===== config.mk =====
export PLATFORM = sky130hd
export DESIGN_NAME = i2s_rx_flat
export DESIGN_NICKNAME = d
export VERILOG_FILES = /design/src/rtl/i2s_pkg.sv /design/src/rtl/i2s_rx_if.sv /design/src/rtl/i2s_sync.sv /design/src/rtl/i2s_rx.sv /design/src/flat_wrapper.sv
export SDC_FILE = /design/constraint.sdc
export NUM_CORES = 1
export LEC_CHECK = 0
export CAP_MARGIN = 10
export CORE_MARGIN = 2
export CORE_UTILIZATION = 30
export DETAILED_ROUTE_END_ITERATION = 10
export PLACE_DENSITY = 0.54
export RECOVER_POWER = 25
export SYNTH_ARGS = -nofsm -noshare
export SYNTH_HDL_FRONTEND = slang
export SYNTH_SLANG_ARGS = --single-unit

===== constraint.sdc =====
create_clock -name ck -period 2 [get_ports ck]
set_input_delay 0.4 -clock ck [delete_from_list [all_inputs] [get_ports ck]]
set_output_delay 0.4 -clock ck [all_outputs]
set_load 0.05 [all_outputs]

===== src/rtl/i2s_pkg.sv =====
// Shared frame geometry and slot type for the I2S receive path.
package i2s_pkg;

  localparam int FRAME_SLOTS     = 64;
  localparam int HALF_SLOTS      = 32;
  localparam int SLOT_W          = 6;
  localparam int FIRST_DATA_SLOT = 1;

  typedef logic [SLOT_W-1:0] slot_t;

  // Slot that must follow s; 63 wraps to 0.
  function automatic slot_t next_slot(input slot_t s);
    return slot_t'((int'(s) + 1) % FRAME_SLOTS);
  endfunction

endpackage


===== src/rtl/i2s_rx_if.sv =====
// Stereo pair output channel: receiver drives data/valid, consumer drives ready.
interface i2s_rx_if #(
  parameter int WIDTH = 24
);

  logic [WIDTH-1:0] data_l;
  logic [WIDTH-1:0] data_r;
  logic             valid;
  logic             ready;

  modport master (output data_l, output data_r, output valid, input ready);
  modport slave  (input data_l, input data_r, input valid, output ready);

endinterface


===== src/rtl/i2s_sync.sv =====
// Two-flop synchroniser for sd plus one-ck sck rise strobe; sck_d resets high so
// a bit clock already high at reset release does not look like a rising edge.
module i2s_sync (
  input  logic ck,
  input  logic rst,
  input  logic sck,
  input  logic sd,
  output logic sd_s,
  output logic rise
);

  logic sd_meta_q, sd_meta_d;
  logic sd_s_q, sd_s_d;
  logic sck_d_q, sck_d_d;

  always_comb begin
    sd_meta_d = sd;
    sd_s_d    = sd_meta_q;
    sck_d_d   = sck;
  end

  always_ff @(posedge ck) begin
    if (rst) begin
      sd_meta_q <= 1'b0;
      sd_s_q    <= 1'b0;
      sck_d_q   <= 1'b1;
    end else begin
      sd_meta_q <= sd_meta_d;
      sd_s_q    <= sd_s_d;
      sck_d_q   <= sck_d_d;
    end
  end

  assign sd_s = sd_s_q;
  assign rise = sck & ~sck_d_q;

endmodule


===== src/rtl/i2s_rx.sv =====
// I2S receiver: stereo pair valid on the ck edge of the slot 32+WIDTH sck rise; an
// unaccepted pair is overwritten and flags sticky overrun. Slot checking: I2S_RX_FRAME_CHECK_EN.
module i2s_rx
  import i2s_pkg::*;
#(
  parameter int WIDTH = 24
) (
  input  logic     ck,
  input  logic     rst,
  input  logic     sck,
  input  slot_t    frame_posn,
  input  logic     sd,
  i2s_rx_if.master out_if,
  output logic     overrun,
  output logic     frame_err
);

  localparam logic [4:0] FIRST_SLOT = 5'(FIRST_DATA_SLOT);
  localparam logic [4:0] LAST_SLOT  = 5'(WIDTH);

  logic sd_s;
  logic rise;

  i2s_sync u_sync (
    .ck   (ck),
    .rst  (rst),
    .sck  (sck),
    .sd   (sd),
    .sd_s (sd_s),
    .rise (rise)
  );

  logic [WIDTH-1:0] shreg_q, shreg_d;
  logic [WIDTH-1:0] left_hold_q, left_hold_d;
  logic [WIDTH-1:0] data_l_q, data_l_d;
  logic [WIDTH-1:0] data_r_q, data_r_d;
  logic             valid_q, valid_d;
  logic             overrun_q, overrun_d;
  logic             left_ok_q, left_ok_d;

  logic [4:0]       slot;
  logic             chan;
  logic [WIDTH-1:0] word;

  assign slot = frame_posn[4:0];
  assign chan = (frame_posn >= slot_t'(HALF_SLOTS));
  assign word = WIDTH'({shreg_q, sd_s});

  always_comb begin
    shreg_d     = shreg_q;
    left_hold_d = left_hold_q;
    data_l_d    = data_l_q;
    data_r_d    = data_r_q;
    valid_d     = valid_q;
    overrun_d   = overrun_q;
    left_ok_d   = left_ok_q;

    if (valid_q && out_if.ready) valid_d = 1'b0;

    if (rise && (slot >= FIRST_SLOT) && (slot <= LAST_SLOT)) shreg_d = word;

    if (rise && (slot == LAST_SLOT)) begin
      if (!chan) begin
        left_hold_d = word;
        left_ok_d   = 1'b1;
      end else if (left_ok_q) begin
        // A right word only forms a pair if its left half was seen since reset.
        data_l_d  = left_hold_q;
        data_r_d  = word;
        valid_d   = 1'b1;
        left_ok_d = 1'b0;
        if (valid_q && !out_if.ready) overrun_d = 1'b1;
      end
    end
  end

  always_ff @(posedge ck) begin
    if (rst) begin
      shreg_q     <= '0;
      left_hold_q <= '0;
      data_l_q    <= '0;
      data_r_q    <= '0;
      valid_q     <= 1'b0;
      overrun_q   <= 1'b0;
      left_ok_q   <= 1'b0;
    end else begin
      shreg_q     <= shreg_d;
      left_hold_q <= left_hold_d;
      data_l_q    <= data_l_d;
      data_r_q    <= data_r_d;
      valid_q     <= valid_d;
      overrun_q   <= overrun_d;
      left_ok_q   <= left_ok_d;
    end
  end

`ifdef I2S_RX_FRAME_CHECK_EN
  slot_t last_posn_q, last_posn_d;
  logic  posn_seen_q, posn_seen_d;
  logic  frame_err_q, frame_err_d;

  // The first rise after reset only primes last_posn.
  always_comb begin
    last_posn_d = last_posn_q;
    posn_seen_d = posn_seen_q;
    frame_err_d = frame_err_q;
    if (rise) begin
      if (posn_seen_q && (frame_posn != next_slot(last_posn_q))) frame_err_d = 1'b1;
      last_posn_d = frame_posn;
      posn_seen_d = 1'b1;
    end
  end

  always_ff @(posedge ck) begin
    if (rst) begin
      last_posn_q <= '0;
      posn_seen_q <= 1'b0;
      frame_err_q <= 1'b0;
    end else begin
      last_posn_q <= last_posn_d;
      posn_seen_q <= posn_seen_d;
      frame_err_q <= frame_err_d;
    end
  end

  assign frame_err = frame_err_q;
`else
  assign frame_err = 1'b0;
`endif

  assign out_if.data_l = data_l_q;
  assign out_if.data_r = data_r_q;
  assign out_if.valid  = valid_q;
  assign overrun       = overrun_q;

endmodule


===== src/flat_wrapper.sv =====
// flat-port wrapper written by rule: the top's interface ports become plain ports
module i2s_rx_flat import i2s_pkg::*;
#(
  parameter int WIDTH = 24
)
  (ck, rst, sck, frame_posn, sd, overrun, frame_err, out_if_data_l, out_if_data_r, out_if_valid, out_if_ready);
  i2s_rx_if #(.WIDTH(WIDTH)) out_if_i ();
  input  logic ck;
  input  logic rst;
  input  logic sck;
  input  slot_t frame_posn;
  input  logic sd;
  output logic overrun;
  output logic frame_err;
  output wire logic [$bits(out_if_i.data_l)-1:0] out_if_data_l;
  output wire logic [$bits(out_if_i.data_r)-1:0] out_if_data_r;
  output wire logic [$bits(out_if_i.valid)-1:0] out_if_valid;
  input wire logic [$bits(out_if_i.ready)-1:0] out_if_ready;
  assign out_if_data_l = out_if_i.data_l;
  assign out_if_data_r = out_if_i.data_r;
  assign out_if_valid = out_if_i.valid;
  assign out_if_i.ready = out_if_ready;
  i2s_rx #(.WIDTH(WIDTH)) u_core (.ck(ck), .rst(rst), .sck(sck), .frame_posn(frame_posn), .sd(sd), .out_if(out_if_i), .overrun(overrun), .frame_err(frame_err));
endmodule

Word-level counts from Yosys, hierarchy flattened
Cells that the tools add are included.
- output and inout bits: 51
- input port bits: 11
- word-level logic and storage cells: 31
- flip-flop bits (word level): 101
- mux-type cells: 5
- bitwise gates (word level): 3
- $lt $le $gt $ge: 3
- equal/unequal tests: 1
- reductions and logical operators: 9
- operators with widths (operator ; count):
    6-bit >= comparator (second input constant) ; 1
    5-bit equality test (second input constant) ; 1
    5-bit by 1-bit >= comparator with 1-bit output (second input constant) ; 1
    5-bit less-or-equal comparator (second input constant) ; 1
    1-bit logical AND ; 5
    1-bit two-way mux ; 5
    4-bit AND reduction ; 1
    3-bit AND reduction ; 1
    1-bit NOT ; 2
    2-bit AND reduction ; 1
    1-bit AND ; 1
    1-bit logical NOT ; 1

Depth between registers and ports, before layout
Gate-level depths: netlist of the first run.
- depth in word-level cells: 5
- mapped depth: 8
- depth with buffers taken out: 4

By module
Synthesis of the first run repeated with hierarchy kept, for this count alone.
- cells, all modules: 472
- area, all modules: 3911.3 µm²
- by module, submodules not included (module ; area an instance (µm²) ; instances ; cells an instance):
    i2s_rx ; 3826.2 ; 1 ; 465
    i2s_sync ; 85.1 ; 1 ; 7

Worst setup path before layout of the first run
Ideal clock, no wire load.
- path kind: input -> register
- from: input frame_posn[0]
- to: register u_core.data_l_q[21], in the netlist u_core.out_if.data_l[21]
- setup slack: 0.103 ns
- stages on the path: 8
- required time: 1.868 ns
- arrival time: 1.765 ns
- library setup time: 0.132 ns
- path through: or3_1 > buf_2 > or3_1 > clkbuf_1 > buf_6 > buf_6 > nand2_1 > a21oi_1
- cells in the longest elaborated chain, start to end: 3
- RTL lines (what ; line ; source):
    from (decl) ; flat_wrapper.sv:11 ; input slot_t frame_posn;
    branches (longest 2 deep; another with 6-bit >= comparator) ; -- ;
    3-bit AND reduction (no line) (*) ; -- ;
    to (signal assigned) ; i2s_rx.sv:89 ; data_l_q <= data_l_d;
    to (decl) ; i2s_rx.sv:35 ; logic [WIDTH-1:0] data_l_q, data_l_d;
Mark *: on every way between the ends.
A chain may end at the register's enable or synchronous reset.

Worst setup path after layout of the first run
- from: register u_core.data_l_q[6], in the netlist u_core.out_if.data_l[6]
- to: output out_if_data_l[6]
- RTL lines (what ; line ; source):
    to (decl) ; flat_wrapper.sv:15 ; output wire logic [$bits(out_if_i.data_l)-1:0] out_if_data_l;
No word-level cell between the ends.

==> impl_summary.md, run 1 <==
Run
The tool flagged a number of max-cap violations equal to 0.

Layout
The fraction of layout instances using a drive strength above 1 is 7.11%. The finished layout holds 621 standard cells, fillers aside. From synthesis to final layout, the design area changed by 30.8%.

The final layout contains 484 nets. The antenna cell count is 0. The final core area utilization is 40.7%.

Synthesis
The post-synthesis cell count is 419. In this run the cell area of the synthesized design comes to 3590 um2. The netlist uses 20 different library cells. Synthesis inferred 101 register bits. When the netlist entered floorplanning its net count stood at 430. The synthesized area per cell is 8.58 um2.

Yosys printed 0 warnings. Sequential elements use 56.2% of the synthesized area.

Worst hold path
The tightest min-delay check is of the reg -> reg type. The endpoint of the worst hold-timing path is u_core.u_sync.sd_s. The hold path startpoint is u_core.u_sync.sd_meta_q. Counting instances, the worst hold path has a depth of 1.

Floorplan
Measured along the x axis, the die boundary spans 113 um. The floorplan step defined a die boundary enclosing 12,900 um2. The die boundary height is 113 um. The area of the core is 11,600 um2. Once the floorplan was initialized, standard cells occupied 31.1% of the core.

The number of top-level pins is 62. The initialized floorplan defines 39 standard-cell rows.

Critical path
On the critical path the largest part of the delay comes from buffers and inverters. The data arrival time of the critical path is 1.52 ns. The buffering stage count on the worst path with inverters included is 1. Measured in cells, the most critical reg-to-reg path has a length of 5. The maximum cell stage delay along the critical path is 0.82 ns. The slowest stage of the critical path is the sky130_fd_sc_hd__clkdlybuf4s50_1 cell. Data on the critical path is required at its endpoint by 1.60 ns. The reg-to-reg endpoint is u_core.out_if.data_r[1]. The kind of capture point of the worst setup path is an output port. The worst reg2reg path startpoint is u_core.u_sync.sck_d_q.

By startpoint and endpoint, the worst setup path is classified as reg -> out. The kind of start point of the critical path is a register. The worst register-to-register path has a setup slack of 0.49 ns. Traced cell by cell, the critical path runs through clkdlybuf4s50_1. The maximum net fanout on the critical path is 2.

GRT
The number of antenna violations at the first check in global routing is 0. The wire length of the first global-routing pass is 13,100 um. Entering global routing, the biggest net connects 49 pins.

After global routing the overflow that remains totals 0. Global routing consumed, over all layers together, 12.5% of the routing resources. The via count of the first global-routing pass is 2,820.

Clocking
The number of buffers created by CTS is 9. In this run the post-CTS setup repair buffer count came out at 0. After clock tree synthesis, the clock-pin slew on the worst setup and hold paths is 0.07 ns. The insertion delay of the later-clocked pin in the worst-skew pair is 0.33 ns. In this run the deepest clock path goes through 2 buffers. CTS built an H-tree with a depth of 3. The root cell of the clock tree is sky130_fd_sc_hd__clkbuf_16.

The clock tree from TritonCTS is yes. Gates resized during post-CTS repair numbered 0. In this run, post-CTS hold repair placed 0 buffers. Counting every sink on the clock net gives 101.

Placement
The worst setup timing slack at the placement stage is -0.190 ns. The weighted congestion reported at the end of routability-driven placement is 0.696. After detailed placement, the design holds a cell count of 605.

Input and output buffers added on the ports amount to 60. The half-perimeter wire length after placement is 5180 um.

Power and ir drop
Power spread over the standard cell area amounts to 846 nW/um2. The maximum vdd drop is 0.000452 V. In this run the static leakage power is 0.00154 uW.

STA
The final period utilization is 96.0%. Clock skew on the completed layout was measured at 0.00375 ns. Setup repair after global routing left no endpoint under its margin.

At the pin with the least slew margin, the transition time is 0.785 ns. The total count of hold-check failures in the final report is 0. The upper clock frequency limit is 0.521 GHz. The final max-slew violation count is 0. The number of setup violations in the final report is 0. Across all hold checks on the routed design, the worst slack comes to 0.447 ns. The time the final worst path needs with I/O delays and setup is 1.92 ns.

Across all setup checks in the final design, the least slack found is 0.0791 ns. Measured against its own limit, the worst slew margin works out to 47.7%.

Drt
The routed layout has 2,873 vias. For this run, design rule violations remaining after detail routing come to 1. The average wire per cell in the routed design is 12.4 um. The routed design has 7720 um of wire. For this run, the detailed router's first-pass iteration total came to 7. In the routed layout, each cell is associated on average with a via count of 4.63. The detail route stage leaves a number of antenna-violating nets equal to 0. The first-iteration detailed-routing DRC count is 99.

Status
The checks that failed: design-rule violations. The run finished, with violations left.
-- where the power goes --
group	switching, uW	internal (uW)	total [uW]
combinational	55.2	46.9	102
clock	732	1130	1860
sequential	1.62	2010	2010
-- worst reg2reg max path: stages (launching register included) --
cell and delay [ns]:
sky130_fd_sc_hd__dfxtp_1 0.31, sky130_fd_sc_hd__nand4b_1 0.25, sky130_fd_sc_hd__or3_1 0.44, sky130_fd_sc_hd__buf_4 0.23, sky130_fd_sc_hd__nand2_1 0.09, sky130_fd_sc_hd__a21oi_1 0.06
-- cells in the final DEF, fill, tap and decap left out --
cell type and instances:
sky130_fd_sc_hd__nor2b_1 3, sky130_fd_sc_hd__or2_2 1, sky130_fd_sc_hd__clkbuf_8 1, sky130_fd_sc_hd__clkdlybuf4s50_1 58
sky130_fd_sc_hd__buf_12 4, sky130_fd_sc_hd__buf_4 7, sky130_fd_sc_hd__clkbuf_1 2, sky130_fd_sc_hd__nand3_1 1
sky130_fd_sc_hd__clkbuf_16 9, sky130_fd_sc_hd__o21a_1 1, sky130_fd_sc_hd__dfxtp_1 101, sky130_fd_sc_hd__nor3_4 1
sky130_fd_sc_hd__nand2_1 146, sky130_fd_sc_hd__o21ai_0 2, sky130_fd_sc_hd__bufinv_16 2, sky130_fd_sc_hd__mux2i_1 23
sky130_fd_sc_hd__conb_1 1, sky130_fd_sc_hd__a21oi_1 74, sky130_fd_sc_hd__nand2b_1 25, sky130_fd_sc_hd__nor4_1 1
sky130_fd_sc_hd__clkinvlp_4 1, sky130_fd_sc_hd__nor2_1 2, sky130_fd_sc_hd__nand4b_1 1, sky130_fd_sc_hd__clkinv_4 1
sky130_fd_sc_hd__or3_1 3, sky130_fd_sc_hd__o21ai_2 1, sky130_fd_sc_hd__clkinv_2 2, sky130_fd_sc_hd__nor3_2 1
sky130_fd_sc_hd__clkbuf_4 3
-- registers in the layout, summed over array words and instances, names as in the netlist --
| register | flops |
|---|---|
| u_core.left_hold_q | 24 |
| u_core.out_if.data_l | 24 |
| u_core.out_if.data_r | 24 |
| u_core.shreg_q | 23 |
| u_core.left_ok_q | 1 |
| u_core.out_if.valid | 1 |
| u_core.overrun | 1 |
| u_core.u_sync.sck_d_q | 1 |
| u_core.u_sync.sd_meta_q | 1 |
| u_core.u_sync.sd_s | 1 |
-- logic make-up (layout without fill, tap and decap cells) --
| logic type | Yosys count | after routing | share of synthesized area, % |
|---|---|---|---|
| muxes | 23 | 23 | 6.40 |
| and+or+nand+nor | 185 | 185 | 22.1 |
| AOI/OAI and AO/OA | 78 | 78 | 10.9 |
| other | 1 | 1 | 0.104 |
| DFF | 101 | 101 | 56.2 |
| buffers and inverters | 31 | 90 | 4.18 |
-- how the worst max path moves through the flow --
| stage | end | start | slack [ns] | depth (start not counted) |
|---|---|---|---|---|
| after floorplan | u_core.out_if.data_l[21] | frame_posn[0] | 0.10 | 8 |
| after global placement | u_core.out_if.data_r[19] | frame_posn[0] | -0.16 | 7 |
| after detailed placement | u_core.out_if.data_r[13] | frame_posn[0] | -0.19 | 7 |
| after CTS | out_if_data_l[7] | u_core.out_if.data_l[7] | 0.06 | 1 |
| after global routing | u_core.shreg_q[19] | frame_posn[0] | 0.008 | 6 |
| final | out_if_data_l[6] | u_core.out_if.data_l[6] | 0.08 | 1 |
-- per-stage QoR --
stage | TNS (ns) | area, um2 | power, uW
global placement | -8.91 | 4410 | 2170
CTS | 0 | 4730 | 4030
detailed placement | -12.02 | 4410 | 2170
global route | 0 | 4700 | 4100
finish | 0 | 4700 | 3980
floorplan | 0 | 3590 | 2120
-- routing by layer --
layer  global-route usage [%]  up-vias  wire length (um)
met5                        0        -                 0
met1                     15.5     1347              3620
met2                     21.4       47              3690
li1                         -     1468                 -
met4                     5.12        0               135
met3                     2.55       11               279
-- final cells by class --
class / count / area (um2)
well taps: 143 / 179
multi-input cells: 287 / 1430
clock buffers: 10 / 239
clock inverters: 6 / 86.3
fillers: 1174 / 6860
repair buffers: 74 / 743
flip-flops and latches: 101 / 2020
-- Yosys cell counts --
| master | number | area [um2] |
|---|---|---|
| sky130_fd_sc_hd__nand2_1 | 146 | 548 |
| sky130_fd_sc_hd__dfxtp_1 | 101 | 2020 |
| sky130_fd_sc_hd__a21oi_1 | 74 | 370 |
| sky130_fd_sc_hd__nand2b_1 | 25 | 156 |
| sky130_fd_sc_hd__mux2i_1 | 23 | 230 |
| sky130_fd_sc_hd__clkbuf_1 | 16 | 60.1 |
| sky130_fd_sc_hd__buf_2 | 12 | 60.1 |
| sky130_fd_sc_hd__nor2b_1 | 3 | 18.8 |
| sky130_fd_sc_hd__o21ai_0 | 3 | 15.0 |
| sky130_fd_sc_hd__or3_1 | 3 | 18.8 |
| sky130_fd_sc_hd__buf_6 | 2 | 22.5 |
| sky130_fd_sc_hd__nor2_1 | 2 | 7.51 |
| sky130_fd_sc_hd__nor3_2 | 2 | 20.0 |
| sky130_fd_sc_hd__buf_4 | 1 | 7.51 |
| sky130_fd_sc_hd__conb_1 | 1 | 3.75 |
| sky130_fd_sc_hd__nand3_1 | 1 | 5.00 |
| sky130_fd_sc_hd__nand4b_1 | 1 | 8.76 |
| sky130_fd_sc_hd__nor4_1 | 1 | 6.26 |
| sky130_fd_sc_hd__o21a_1 | 1 | 7.51 |
| sky130_fd_sc_hd__or2_2 | 1 | 6.26 |
(Power assumes the default switching activity.)
==> inputs of run 2 (changes only) <==
--- a/config.mk
+++ b/config.mk
@@ -5,11 +5,12 @@
 export SDC_FILE = /design/constraint.sdc
 export NUM_CORES = 1
 export LEC_CHECK = 0
+export ABC_AREA = 1
 export CAP_MARGIN = 10
 export CORE_MARGIN = 2
 export CORE_UTILIZATION = 30
 export DETAILED_ROUTE_END_ITERATION = 10
-export PLACE_DENSITY = 0.54
+export PLACE_DENSITY = 0.53
 export RECOVER_POWER = 25
 export SYNTH_ARGS = -nofsm -noshare
 export SYNTH_HDL_FRONTEND = slang
==> run 2 against run 1 <==
Against the previous run: the run ends with max-capacitance violations, max-slew violations left; die area is 17% higher; flip-flop and latch count did not move; cell area up 10%; global-route usage increased by 2.0 points; area after synthesis up 18%; largest power group unchanged; critical path type unchanged; clock skew grew 0.0052 ns; largest cell class unchanged; sequential power grew 2%.
==> impl_summary.md, run 2 <==
Clocking
The hold-fix buffer count after cts is 0 (unchanged). The register clock-pin slew on the reported worst setup and hold paths was 0.07 ns (about the same). The number of H-tree levels is 3 (unchanged). The number of clock sinks was 101 (unchanged). The post-cts sizing count is 0 (unchanged). The root cell of the clock tree is sky130_fd_sc_hd__clkbuf_16.

The number of buffers created by CTS came to 9 (unchanged). The clock tree from TritonCTS is yes. The buffer depth of the longest clock path is 2 (unchanged).

The count of buffers added by post-CTS timing repair for setup is 0 (unchanged). The insertion delay of the later-clocked pin in the worst-skew pair is 0.34 ns (about the same).

Power and ir drop
The power per standard cell area is 775 nW/um2 (-8.3%). The switching portion of total power is 23.4% (+3.6 points). The cell leakage power was 0.00185 uW (+20%).

The internal power contribution is 3070 uW (-3.6%). The combinational fraction of design power is 5.6% (+3.0 points). The total design power is 4010 uW (+0.91%).

The sequential power share was 51.3% (+0.6 points). The maximum vdd drop is 0.000337 V (-25%). The relative contribution of the clock network to total power came to 43.0% (-3.8 points). The net switching component of the power is 938 uW (+19%).

Drt
The detailed-route via count is 3,675 (+28%). The first-iteration detailed-routing DRC count is 229 (+130%). The wire length reported by the detailed router came to 10,400 um (+35%).

The per-cell via count in the routed design was 4.82 (+4.1%). The remaining antenna violation count after routing is 0 (unchanged). The average wire per cell in the routed design is 13.6 um (+9.7%). The number of remaining DRC errors is 0 (-1). The detailed-routing iteration count for the pre-antenna-repair pass was 4 (-3).

STA
The post-route setup TNS is 0 ns (unchanged). The final worst slack is 0.0726 ns (-0.00654 ns). The final max-slew violation count is 79 (+79). The final period utilization was 96.4% (+0.33 points).

The headroom to the max-slew limit is -2.26% (-50 points). The setup clock skew after layout is 0.00894 ns (+0.00520 ns). The total count of hold-check failures in the final report is 0 (unchanged). The time the final worst path needs with I/O delays and setup came to 1.93 ns (+0.00654 ns). The number of setup violations in the final report came to 0 (unchanged). The upper clock frequency limit is 0.519 GHz (-0.34%).

The slew at the pin with the worst max-slew slack is 1.53 ns (+0.749 ns). Setup repair after global routing left no endpoint under its margin.

Worst hold path
The endpoint of the worst hold-timing path is u_core.u_sync.sd_s. The number of cells traversed by the worst hold path is 2 (+1). The path category of the worst min-delay check is reg -> reg. The worst hold path begins at u_core.u_sync.sd_meta_q.

Synthesis
The arithmetic-cell share of the synthesized area counting full adders, half adders and majority gates is 0% (unchanged). By area the synthesized netlist is led by sky130_fd_sc_hd__dfxtp_1 48%, sky130_fd_sc_hd__nand4_1 14%, sky130_fd_sc_hd__nand2_1 11%. Yosys instantiated no cell more often than sky130_fd_sc_hd__nand2_1. The post-synthesis cell count is 542 (+29%). By area, the combinational part of the netlist is dominated by simple AND/OR/NAND/NOR gates. In the synthesized netlist the dominant register cell turns out to be sky130_fd_sc_hd__dfxtp_1.

In the synthesized netlist, the cells that appear most often are 121 x sky130_fd_sc_hd__nand2_1, 101 x sky130_fd_sc_hd__dfxtp_1, 96 x sky130_fd_sc_hd__nand4_1. The synthesized cell area is 4230 um2 (+18%). The flip-flop and latch count after synthesis is 101 (unchanged). The number of synthesis warnings is 0 (unchanged).

The share of synthesized area occupied by flip-flops and latches came to 47.9% (-8.4 points). The area share of and/or/nand/nor cells after synthesis is 29.8% (+7.7 points). The post-synth net total is 553 (+29%). The number of synthesized flops with an enable pin is 0 (unchanged).

The synthesized area per cell is 7.80 um2 (-9.1%). The share of flip-flops with an asynchronous set or reset is 0% (unchanged). The multiplexer share of the synthesized area is 0% (-6.4 points). The number of distinct library cells after synthesis is 19 (-5.0%). The area share of the largest cell type after synthesis is 47.9% (-8.4 points). The biggest area contributor in the post-synthesis netlist is sky130_fd_sc_hd__dfxtp_1.

The fraction of the mapped netlist area in compound gates is 8.88% (-2.0 points). The xor-xnor portion of the synthesized cell area is 0% (unchanged).

GRT
The number of antenna violations at the first check in global routing came to 0 (unchanged). The via count of the first global-routing pass is 3,457 (+23%). The wire length of the first global-routing pass came to 17,400 um (+33%). The pin count of the biggest net entering global routing is 79 (+61%). The total routing usage reported by global routing is 14.6% (+2.0 points). The remaining global-route overflow is 0 (unchanged).

Critical path
The kind of start point of the critical path is a register. The largest delay contributor family on the critical path is buffers and inverters. The maximum net fanout on the critical path is 2 (unchanged).

The largest individual stage delay along the critical path comes from the cell sky130_fd_sc_hd__clkdlybuf4s50_1. The cell depth of the worst flop-to-flop path was 7 (+2). The buffering stage count on the worst path with inverters included is 1 (unchanged).

In this run the critical register-to-register path is launched from u_core.u_sync.sck_d_q. The reg2reg setup slack is 0.63 ns (+0.14 ns). The data arrival time of the critical path is 1.53 ns (about the same). The endpoint required time on the critical path came to 1.60 ns (about the same). The kind of capture point of the worst setup path is an output port. The worst register-to-register path ends at u_core.shreg_q[5]. The maximum cell stage delay along the critical path came to 0.83 ns (about the same). The worst setup path is of the reg -> out kind. The signal on the critical path passes through clkdlybuf4s50_1.

Placement
The weighted congestion reported at the end of routability-driven placement is 0.777 (+12%). The worst setup timing slack at the placement stage is 0.0904 ns (+0.280 ns). The total of buffers placed on input and output ports is 60 (unchanged). The placed standard-cell area came to 4920 um2 (+12%).

The half-perimeter wire length after placement was 6680 um (+29%).

Floorplan
The overall die area is 15,000 um2 (+17%). The effective utilization at floorplan is 30.6% (-0.52 points). The die boundary height was 123 um (+8.1%).

The width of the chip is 123 um (+8.1%). The number of top-level pins is 62 (unchanged). The site row count was 43 (+10%).

The area of the core is 13,800 um2 (+20%).

Layout
The filler cell count in the final layout was 1,402 (+19%). The final core area utilization is 37.4% (-3.2 points). In the layout the commonest cells are 123 x sky130_fd_sc_hd__nand2_1, 101 x sky130_fd_sc_hd__dfxtp_1, 96 x sky130_fd_sc_hd__nand4_1. The area of all placed cells without fillers is 5180 um2 (+10%).

The synthesis-to-finish area growth is 22.5%. The fraction of layout instances using a drive strength above 1 came to 9.26% (+2.1 points). The antenna cell count came to 0 (unchanged). The most frequent standard cell in the layout excluding fill and tap cells is sky130_fd_sc_hd__nand2_1. The post-layout net count was 590 (+22%).

Status
The run finished, with violations left. The checks that failed: max-capacitance violations, max-slew violations.

Run
The count of maximum capacitance violations is 1 (+1).
-- run 2: cell types whose count changed after synthesis, sizes merged, moves of 2 or more --
| cell | change |
|---|---|
| buf | +18 |
| inv | +60 |
| mux2i | -23 |
| nand2 | -21 |
| nand2b | -25 |
| nand3 | +3 |
| nand4 | +96 |
| nor2 | +27 |
| nor2b | -3 |
| nor3 | -2 |
| o21ai | -3 |
| or3 | -3 |
-- run 2: worst max-delay path by stage --
stage                             startpoint                       end  depth (start not counted)
finish              u_core.out_if.data_r[20]         out_if_data_r[20]                          1
global route                   frame_posn[3]        u_core.shreg_q[15]                          8
CTS                 u_core.out_if.data_r[20]         out_if_data_r[20]                          1
detailed placement             frame_posn[3]  u_core.out_if.data_r[17]                          6
global placement               frame_posn[0]  u_core.out_if.data_r[17]                          7
floorplan                      frame_posn[0]  u_core.out_if.data_l[21]                          8
-- run 2: layout make-up --
class	instances	area, um2	area share [%]
clock buffer	9	225	4.35
tap	180	225	4.35
timing repair buffer	76	787	15.2
multi-input combinational	331	1630	31.4
inverter	60	225	4.35
sequential	101	2020	39.1
clock inverter	6	63.8	1.23
-- run 2: logic make-up after synthesis --
family | after synthesis
buffers and inverters | 110
other | 1
AO/OA/AOI/OAI | 75
AND/OR/NAND/NOR | 255
flip-flops | 101
-- run 2: power by group through the flow --
stage	Clock (uW)	Combinational [uW]	Sequential (uW)
finish	1730	226	2060
global route	1830	259	2060
CTS	1780	237	2060
detailed placement	0	236	2110
global placement	0	231	2110
floorplan	0	184	2100
-- run 2: per-layer routing --
layer	part of all wire (%)	GRT usage, %	vias to the layer above
li1	-	-	1878
met1	48	19.6	1716
met2	47	23.2	69
met3	3.7	2.42	12
met4	1.5	5.89	0
met5	0	0	-
-- run 2: through the flow --
stage	hold WS [ns]	cells
3_3_place_gp	0.398	748
3_5_place_dp	0.393	748
4_1_cts	0.403	763
5_1_grt	0.439	763
2_1_floorplan	0.388	542
6_report	0.402	763
==> inputs of run 3 (changes only) <==
--- a/config.mk
+++ b/config.mk
@@ -10,7 +10,8 @@
 export CORE_MARGIN = 2
 export CORE_UTILIZATION = 30
 export DETAILED_ROUTE_END_ITERATION = 10
-export PLACE_DENSITY = 0.53
+export DONT_BUFFER_PORTS = 1
+export PLACE_DENSITY = 0.47
 export RECOVER_POWER = 25
 export SYNTH_ARGS = -nofsm -noshare
 export SYNTH_HDL_FRONTEND = slang
==> run 3 against run 2 <==
Against the previous run: the run now ends clean; sequential share of layout area rose by 5.9 points; cell count shrank 7.9%; highest routed layer unchanged; global-route usage is 0.82 points higher; critical path depth grew 6; flip-flop and latch count unchanged; die area did not move.
==> impl_summary.md, run 3 (synthesis gave the netlist of run 2 again) <==
Floorplan
The overall die area is 15,000 um2 (unchanged). The effective utilization at floorplan is 30.6% (unchanged). The width of the chip is 123 um (unchanged). The area of the core came to 13,800 um2 (unchanged).

The die boundary height was 123 um (unchanged). The number of top-level pins is 62 (unchanged). The site row count is 43 (unchanged).

Clocking
The number of buffers created by CTS came to 9 (unchanged). The tree is rooted in a sky130_fd_sc_hd__clkbuf_16. The number of H-tree levels is 3 (unchanged). The insertion delay of the later-clocked pin in the worst-skew pair is 0.36 ns (+0.02 ns).

The number of clock sinks came to 101 (unchanged). The count of buffers added by post-CTS timing repair for setup is 0 (unchanged). The post-cts sizing count is 0 (unchanged). The buffer depth of the longest clock path is 2 (unchanged). The register clock-pin slew on the reported worst setup and hold paths is 0.07 ns (about the same).

TritonCTS built the clock tree. The hold-fix buffer count after cts is 0 (unchanged).

Worst hold path
The path category of the worst min-delay check is in -> reg.

STA
The final period utilization is 81.0% (-15 points). The total count of hold-check failures in the final report is 0 (unchanged). The upper clock frequency limit is 0.617 GHz (+19%). The headroom to the max-slew limit is 49.5% (+52 points). The slew at the pin with the worst max-slew slack came to 0.756 ns (-0.778 ns). The worst hold slack is 0.108 ns (-0.294 ns). The time the final worst path needs with I/O delays and setup is 1.62 ns (-0.307 ns). The number of setup violations in the final report is 0 (unchanged). The setup clock skew after layout was 0.0101 ns (+0.00118 ns). The final max-slew violation count is 0 (-100%). The post-route setup TNS is 0 ns (unchanged).

Setup repair after global routing left no endpoint under its margin.

Drt
The detailed-route via count is 3,461 (-5.8%). The per-cell via count in the routed design is 4.92 (+2.2%). The remaining antenna violation count after routing was 0 (unchanged).

The number of remaining DRC errors is 0 (unchanged). The first-iteration detailed-routing DRC count is 272 (+19%). The detailed-routing iteration count for the pre-antenna-repair pass is 5 (+1).

The average wire per cell in the routed design came to 15.5 um (+14%). The wire length reported by the detailed router was 10,900 um (+4.8%).

Placement
The weighted congestion reported at the end of routability-driven placement was 0.759 (-2.3%). The total of buffers placed on input and output ports is 0 (-100%). The half-perimeter wire length after placement is 7080 um (+5.9%).

GRT
The pin count of the biggest net entering global routing is 80 (+1.3%). The remaining global-route overflow is 0 (unchanged). The via count of the first global-routing pass was 3,327 (-3.8%). The total routing usage reported by global routing came to 15.4% (+0.82 points). The number of antenna violations at the first check in global routing is 0 (unchanged). The wire length of the first global-routing pass is 17,900 um (+2.5%).

Layout
The post-layout net count came to 529 (-10%). The fraction of layout instances using a drive strength above 1 is 8.99% (-0.28 points). The antenna cell count came to 0 (unchanged). The most frequent standard cell in the layout excluding fill and tap cells is sky130_fd_sc_hd__nand2_1. The library cells used most frequently in the layout, excluding fill and tap cells, are 122 x sky130_fd_sc_hd__nand2_1, 101 x sky130_fd_sc_hd__dfxtp_1, 96 x sky130_fd_sc_hd__nand4_1.

The synthesis-to-finish area growth is 6.37%.

Power and ir drop
The cell leakage power was 0.00161 uW (-13%). The power per standard cell area was 861 nW/um2 (+11%). The maximum vdd drop is 0.000426 V (+27%).

Critical path
The setup path with the least slack is of type reg -> reg. The data arrival time of the critical path is 1.92 ns (+0.39 ns). STA classifies the critical path startpoint as a register.

The kind of capture point of the worst setup path is a register. The endpoint required time on the critical path came to 2.30 ns (+0.70 ns). The maximum net fanout on the critical path is 23 (+21).

Run
The count of maximum capacitance violations is 0 (-1).

Status
The run finished with clean final reports.
run 3: cell types whose count changed in the layout (fill, tap and decap cells not counted), sizes merged:
cell / delta
clkdlybuf4s50: -56
clkinv: +7
inv: -6
clkinvlp: -2
buf: -1
bufinv: -1
dlygate4sd3: -1
run 3: area by class of cell:
| class | count | area [um2] |
|---|---|---|
| well taps | 180 | 225 |
| fillers | 1475 | 9330 |
| clock buffers | 12 | 246 |
| clock inverters | 4 | 23.8 |
| inverters | 60 | 225 |
| repair buffers | 15 | 121 |
| flip-flops and latches | 101 | 2020 |
| multi-input cells | 331 | 1630 |
run 3: final timing paths:
check                                             start                       end  slack, ns  cells past startpoint
worst min register to register  u_core.u_sync.sd_meta_q        u_core.u_sync.sd_s       0.40                      2
worst min-delay path                                rst  u_core.out_if.data_r[17]       0.11                      1
worst max-delay path              u_core.u_sync.sck_d_q         u_core.shreg_q[6]       0.38                      7
worst max register to register    u_core.u_sync.sck_d_q         u_core.shreg_q[6]       0.38                      7
run 3: per-layer routing:
layer  global-route usage (%)  vias up  part of all wire (%)
met5                        0        -                     0
met4                     5.17        0                   1.3
met3                     4.74       14                   5.1
met2                     24.7       68                    46
met1                     19.7     1618                    47
li1                         -     1761                     -
run 3: through the flow:
stage | total power [uW] | setup WS (ns) | instances | area [um2] | utilization (%)
final | 3870 | 0.380 | 703 | 4490 | 32.5
after CTS | 3920 | 0.543 | 703 | 4510 | 32.6
after floorplan | 2280 | 0.699 | 542 | 4230 | -
after global placement | 2280 | 0.458 | 687 | 4240 | 30.6
after detailed placement | 2280 | 0.423 | 687 | 4240 | 30.6
after global routing | 4030 | 0.234 | 703 | 4490 | 32.5
run 3: worst max-delay path, cell delays in order, from the launching register on:
cell	delay (ns)
sky130_fd_sc_hd__dfxtp_1	0.30
sky130_fd_sc_hd__inv_1	0.04
sky130_fd_sc_hd__nand2_1	0.16
sky130_fd_sc_hd__inv_2	0.22
sky130_fd_sc_hd__nand3_2	0.46
sky130_fd_sc_hd__nand2_1	0.20
sky130_fd_sc_hd__clkinv_1	0.07
sky130_fd_sc_hd__nor2_1	0.10
run 3: power breakdown:
part / total (uW) / switching, uW / leakage, uW / internal, uW
Combinational: 175 / 124 / 0.000655 / 51.2
Clock: 1640 / 761 / 0.000136 / 874
Sequential: 2060 / 22.9 / 0.000816 / 2040
Total: 3870 / 908 / 0.00161 / 2960
